[config.mk]
export PLATFORM = sky130hd
export DESIGN_NAME = arbitro_memoria_rtc
export DESIGN_NICKNAME = d
export VERILOG_FILES = /design/src/rtl/arbitro_memoria_rtc.sv
export SDC_FILE = /design/constraint.sdc
export NUM_CORES = 1
export LEC_CHECK = 0
export CORE_ASPECT_RATIO = 1.2
export CORE_MARGIN = 2
export CORE_UTILIZATION = 50
export DETAILED_ROUTE_END_ITERATION = 16
export DONT_BUFFER_PORTS = 1
export PLACE_DENSITY = 0.66
export REMOVE_ABC_BUFFERS = 1
export SLEW_MARGIN = 20
export SYNTH_ARGS = -nofsm -noshare
export SYNTH_HDL_FRONTEND = slang
export SYNTH_SLANG_ARGS = --single-unit
[constraint.sdc]
create_clock -name clk -period 2.5 [get_ports clk]
set_clock_uncertainty 0.15 [all_clocks]
set_input_delay 0.5 -clock clk [delete_from_list [all_inputs] [get_ports clk]]
set_output_delay 0.5 -clock clk [all_outputs]
set_load 0.02 [all_outputs]
[src/rtl/arbitro_memoria_rtc.sv]
// Arbiter sharing the RTC double-buffered register memory between the bus
// read-back requester (RTC) and the keyboard edit requester (USR).
module arbitro_memoria_rtc #(
  parameter logic [3:0]  ADD_IDLE  = 4'd15,
  parameter int unsigned SETUP_CYC = 2,
  parameter logic [5:0]  MAX_BURST = 6'd32,
  parameter logic [6:0]  TIMEOUT   = 7'd63
) (
  input  logic       clk,
  input  logic       reset,
  input  logic       req_rtc,
  input  logic       w_rtc,
  input  logic [3:0] add_rtc,
  input  logic [7:0] dat_rtc,
  input  logic       fin_rtc,
  input  logic       req_usr,
  input  logic       w_usr,
  input  logic [3:0] add_usr,
  input  logic [7:0] dat_usr,
  input  logic       fin_usr,
  input  logic       actready,
  output logic       whileT,
  output logic       w1,
  output logic [3:0] ADD1,
  output logic [7:0] DAT1,
  output logic       gnt_rtc,
  output logic       gnt_usr,
  output logic       done_rtc,
  output logic       done_usr,
  output logic       busy,
  output logic       err_to
);

  localparam int unsigned   CW         = 7;
  localparam logic          SRC_RTC    = 1'b0;
  localparam logic          SRC_USR    = 1'b1;
  localparam logic [CW-1:0] SETUP_LAST = CW'(SETUP_CYC - 1);
  localparam logic [CW-1:0] BURST_LAST = CW'(MAX_BURST - 6'd1);

  typedef enum logic [2:0] {IDLE, ABRIR, CONCESION, CERRAR, FIN} state_t;

  state_t          state_q, state_d;
  logic [CW-1:0]   cnt_q;
  logic            win_q, win_d;
  logic            last_q;
  logic            actready_q;
  logic            act_rise;
  logic            fin_win, w_win;
  logic [3:0]      add_win;
  logic [7:0]      dat_win;

  logic            whileT_d, w1_d, gnt_rtc_d, gnt_usr_d;
  logic            done_rtc_d, done_usr_d, busy_d, err_d;
  logic [3:0]      add_d;
  logic [7:0]      dat_d;

  // actready stays high for several cycles; only its rising edge marks completion
  assign act_rise = actready & ~actready_q;

  assign fin_win = (win_q == SRC_USR) ? fin_usr : fin_rtc;
  assign w_win   = (win_q == SRC_USR) ? w_usr   : w_rtc;
  assign add_win = (win_q == SRC_USR) ? add_usr : add_rtc;
  assign dat_win = (win_q == SRC_USR) ? dat_usr : dat_rtc;

  // State, counters and registered outputs
  always_ff @(posedge clk) begin
    if (reset) begin
      state_q    <= IDLE;
      cnt_q      <= '0;
      win_q      <= SRC_RTC;
      last_q     <= SRC_USR;
      actready_q <= 1'b0;
      whileT     <= 1'b0;
      w1         <= 1'b0;
      ADD1       <= ADD_IDLE;
      DAT1       <= '0;
      gnt_rtc    <= 1'b0;
      gnt_usr    <= 1'b0;
      done_rtc   <= 1'b0;
      done_usr   <= 1'b0;
      busy       <= 1'b0;
      err_to     <= 1'b0;
    end else begin
      state_q    <= state_d;
      win_q      <= win_d;
      actready_q <= actready;
      cnt_q      <= (state_d != state_q) ? '0 : cnt_q + CW'(1);
      if (state_q == FIN) last_q <= win_q;
      whileT     <= whileT_d;
      w1         <= w1_d;
      ADD1       <= add_d;
      DAT1       <= dat_d;
      gnt_rtc    <= gnt_rtc_d;
      gnt_usr    <= gnt_usr_d;
      done_rtc   <= done_rtc_d;
      done_usr   <= done_usr_d;
      busy       <= busy_d;
      err_to     <= err_d;
    end
  end

  // Next state; on a tie the requester that was not served last wins
  always_comb begin
    state_d = state_q;
    win_d   = win_q;
    case (state_q)
      IDLE: begin
        if (req_rtc | req_usr) begin
          state_d = ABRIR;
          win_d   = (req_rtc & req_usr) ? ~last_q : req_usr;
        end
      end
      ABRIR:     if (cnt_q == SETUP_LAST) state_d = CONCESION;
      CONCESION: if (fin_win | (cnt_q == BURST_LAST)) state_d = CERRAR;
      CERRAR:    if (act_rise | (cnt_q == TIMEOUT)) state_d = FIN;
      FIN:       state_d = IDLE;
      default:   state_d = IDLE;
    endcase
  end

  // Next values of the registered outputs
  always_comb begin
    whileT_d   = 1'b0;
    w1_d       = 1'b0;
    add_d      = ADD_IDLE;
    dat_d      = '0;
    gnt_rtc_d  = 1'b0;
    gnt_usr_d  = 1'b0;
    done_rtc_d = 1'b0;
    done_usr_d = 1'b0;
    busy_d     = (state_d != IDLE);
    err_d      = err_to;
    if ((state_d == ABRIR) || (state_d == CONCESION)) whileT_d = 1'b1;
    if (state_d == CONCESION) begin
      gnt_rtc_d = (win_d == SRC_RTC);
      gnt_usr_d = (win_d == SRC_USR);
    end
    // Forwarding follows the registered grant, so the fin-cycle strobe still lands
    if (state_q == CONCESION) begin
      w1_d  = w_win;
      add_d = add_win;
      dat_d = dat_win;
    end
    if ((state_q == CERRAR) && (state_d == FIN)) begin
      done_rtc_d = (win_q == SRC_RTC);
      done_usr_d = (win_q == SRC_USR);
      err_d      = err_to | ~act_rise;
    end
  end

endmodule
==> impl_metrics.py <==
metrics = {
    "power_and_ir_drop": {
        "leakagePower_uw": 0.000510,
        "post-layout-total-power_uw": 983,
        "p_per_area_nw_per_um2": 681,
        "power.ir.vdd_worst_uv": 480,
    },
    "floorplanning": {
        "die_height_um": 61.6,
        "die_x_extent_um": 52.0,
        "core_um2": 2580,
        "ios": 53,
        "rows": 20,
        "die-area_um2": 3200,
        "start_util_pct": 53.6,
    },
    "status": {
        "status": "finished, final reports clean",
    },
    "synth": {
        "yosys.cell_types.count": 40,
        "synth_seq_area_share_pct": 47.8,
        "synthesis.yosys.warnings": 0,
        "synth.ff_latch_count": 33,
        "synth_top_cells_by_area": "sky130_fd_sc_hd__dfxtp_1 48%, sky130_fd_sc_hd__mux2i_1 10%, sky130_fd_sc_hd__nor2_1 4.6%",
        "synth_top_area_share_pct": 47.8,
        "summed_instance_area_of_the_synthesized_netlist_um2": 1380,
        "synth.avg_cell_area_um2": 10.1,
        "synth_edf_count": 0,
        "async_reset_ff_share_pct": 0,
        "post_synthesis_cell_type_with_the_largest_combined_area": "sky130_fd_sc_hd__dfxtp_1",
        "post_synth_inst_count": 137,
        "ys_dominant_reg_cell": "sky130_fd_sc_hd__dfxtp_1",
    },
    "clock_tree": {
        "cts_tree": "built",
        "clk_pin_slew_ns": 0.09,
        "numCtsBuffers": 5,
        "cts-root-to-sink-buffers": 2,
        "clkSinkCount": 33,
        "postCtsResizedCells": 0,
        "clk_latency_ns": 0.32,
        "clk_root_buffer_cell": "sky130_fd_sc_hd__clkbuf_4",
        "post_cts.repair.setup_buffers": 0,
        "ctsHtreeMaxLevel": 2,
        "ctsHoldBuffers": 0,
    },
    "setup_path": {
        "cpMaxStageDelayCell": "sky130_fd_sc_hd__dfxtp_1",
        "ff2ff_path_depth": 4,
        "regToRegSetupSlack_ns": 0.65,
        "worst_endpoint_data_arrival_time_ns": 1.97,
        "timing.critical_path.cells": "mux2i_1 -> o21ai_1 -> a211o_4 -> a21oi_2",
        "endpoint_kind": "register",
        "critical_path_start_end_classification": "reg -> reg",
        "worstReg2RegStart": "win_q",
        "worst_ep_required_time_ns": 2.62,
        "critical_path_peak_fanout": 12,
        "crit_path_start_kind": "register",
        "cpPeakStageDelay_ns": 0.73,
        "r2r_path_end": "cnt_q[6]",
    },
    "global_route": {
        "first_global_vias": 888,
        "grt_first_pass_wirelength_um": 3930,
        "grt_start_max_net_pins": 13,
        "grt-ovfl-total": 0,
        "global_route.usage.total_pct": 17.2,
        "antenna_found_initial": 0,
    },
    "finish": {
        "area_delta_synth_final_pct": 4.53,
        "fin_nets": 173,
        "nFillCells": 230,
        "share_of_cells_above_drive_strength_1_pct": 14.5,
        "layout_cell_area_excl_fill_um2": 1440,
        "multiInputGateArea_um2": 676,
        "layout.cells.most_common": "sky130_fd_sc_hd__dfxtp_1",
        "layout_common_cells": "33 x sky130_fd_sc_hd__dfxtp_1, 17 x sky130_fd_sc_hd__nor2_1, 14 x sky130_fd_sc_hd__mux2i_1, 10 x sky130_fd_sc_hd__nand2_1, 6 x sky130_fd_sc_hd__nor2_2",
        "antennaDiodeCount": 0,
        "area_of_all_sequential_standard_cells_um2": 661,
    },
    "timing": {
        "final_hold_viol_count": 0,
        "tightestPinTransition_ns": 0.621,
        "fin_worst_hold_slack_ns": 0.0821,
        "unrepaired_setup_endpoints_after_global_routing": "false",
        "slew-limit-headroom_pct": 58.6,
        "setup-tns-final_ns": 0,
        "max_freq_ghz": 0.541,
        "layout_min_cycle_time_ns": 1.85,
        "number_of_endpoints_failing_setup_at_the_final_stage": 0,
        "finalMaxSlewViolations": 0,
        "final_setup_slack_of_the_worst_path_ns": 0.652,
        "post-route-period-util_pct": 73.9,
    },
    "route": {
        "drt_wl_total_um": 2500,
        "detailroute.via_count": 945,
        "final_antenna_net_count": 0,
        "detail_route.wl_per_cell_um": 14.6,
        "drt_drc_violations_left": 0,
        "first_pass_iters": 4,
        "drt-vias-per-instance": 5.53,
        "iteration_0_drc_markers": 23,
    },
    "placement": {
        "gpl.final_weighted_congestion": 0.792,
        "preCtsSetupSlack_ns": 0.654,
        "dp_hpwl_um": 1880,
        "place.port_buffers": 0,
        "placed_area_um2": 1390,
    },
    "worst_hold_path": {
        "holdPathEnd": "actready_q",
        "worstHoldStart": "reset",
        "hold_path_depth": 1,
        "worstHoldPathType": "in -> reg",
    },
    "job": {
        "max_cap_viol_count": 0,
    },
}
critical path: cells and delay by family, from the launching register on:
kind | cells | cell delay, ns
flip-flops | 1 | 0.73
AO/OA/AOI/OAI | 3 | 0.67
multiplexers | 1 | 0.25
registers in the layout, summed over array words and instances (netlist names), 3 cells and up:
register  count
DAT1          8
cnt_q         7
ADD1          4
state_q       3
logic make-up (layout without fill, tap and decap cells):
logic type / Yosys count / after routing / synth area share, %
AOI/OAI and AO/OA: 16 / 16 / 10.2
xor gates and xnor gates: 4 / 4 / 2.54
adders and majority gates: 2 / 2 / 1.81
buffers and inverters: 8 / 9 / 3.26
DFF: 33 / 33 / 47.8
muxes: 14 / 14 / 10.1
and+or+nand+nor: 60 / 60 / 24.2
worst max-delay path by stage:
stage,depth (start not counted),to,slack [ns],startpoint
after floorplan,4,cnt_q[6],0.68,win_q
after global placement,4,cnt_q[6],0.72,win_q
after detailed placement,4,cnt_q[6],0.65,win_q
after CTS,4,cnt_q[6],0.63,win_q
after global routing,4,cnt_q[3],0.55,win_q
final,4,cnt_q[6],0.65,win_q
cells in the mapped netlist (2+ instances only):
library cell	number
sky130_fd_sc_hd__a21oi_1	4
sky130_fd_sc_hd__buf_2	3
sky130_fd_sc_hd__clkbuf_1	2
sky130_fd_sc_hd__dfxtp_1	33
sky130_fd_sc_hd__ha_1	2
sky130_fd_sc_hd__mux2i_1	14
sky130_fd_sc_hd__nand2_1	10
sky130_fd_sc_hd__nand2b_1	3
sky130_fd_sc_hd__nand3_1	3
sky130_fd_sc_hd__nor2_1	17
sky130_fd_sc_hd__nor2_2	6
sky130_fd_sc_hd__nor2b_1	3
sky130_fd_sc_hd__nor3_1	5
sky130_fd_sc_hd__nor3b_1	2
sky130_fd_sc_hd__or2_0	2
sky130_fd_sc_hd__or2_1	2
sky130_fd_sc_hd__xnor2_1	2
sky130_fd_sc_hd__xor2_1	2
report_power, final:
group	switching, uW	internal [uW]
registers	38.3	547
logic	48.2	52.3
clock network	164	133
total	251	732
routing by layer:
layer	vias to the layer above	global-route usage, %	wire length [um]
li1	473	-	-
met1	436	18.9	995
met2	36	29.3	1300
met3	0	7.04	196
met4	0	7.14	0
met5	-	0	0
final cells by class:
class,count,share of cell area (%)
Multi-Input combinational cell,96,46.8
Sequential cell,33,45.8
Clock buffer,7,3.81
Tap cell,33,2.86
Timing Repair Buffer,1,0.520
Inverter,1,0.260
through the flow:
| step | std cells | util [%] |
|---|---|---|
| after floorplan | 130 | - |
| after global placement | 164 | 53.9 |
| after detailed placement | 164 | 53.9 |
| after CTS | 171 | 56.0 |
| after global routing | 171 | 56.0 |
| final | 171 | 56.0 |
(Power assumes the default switching activity.)
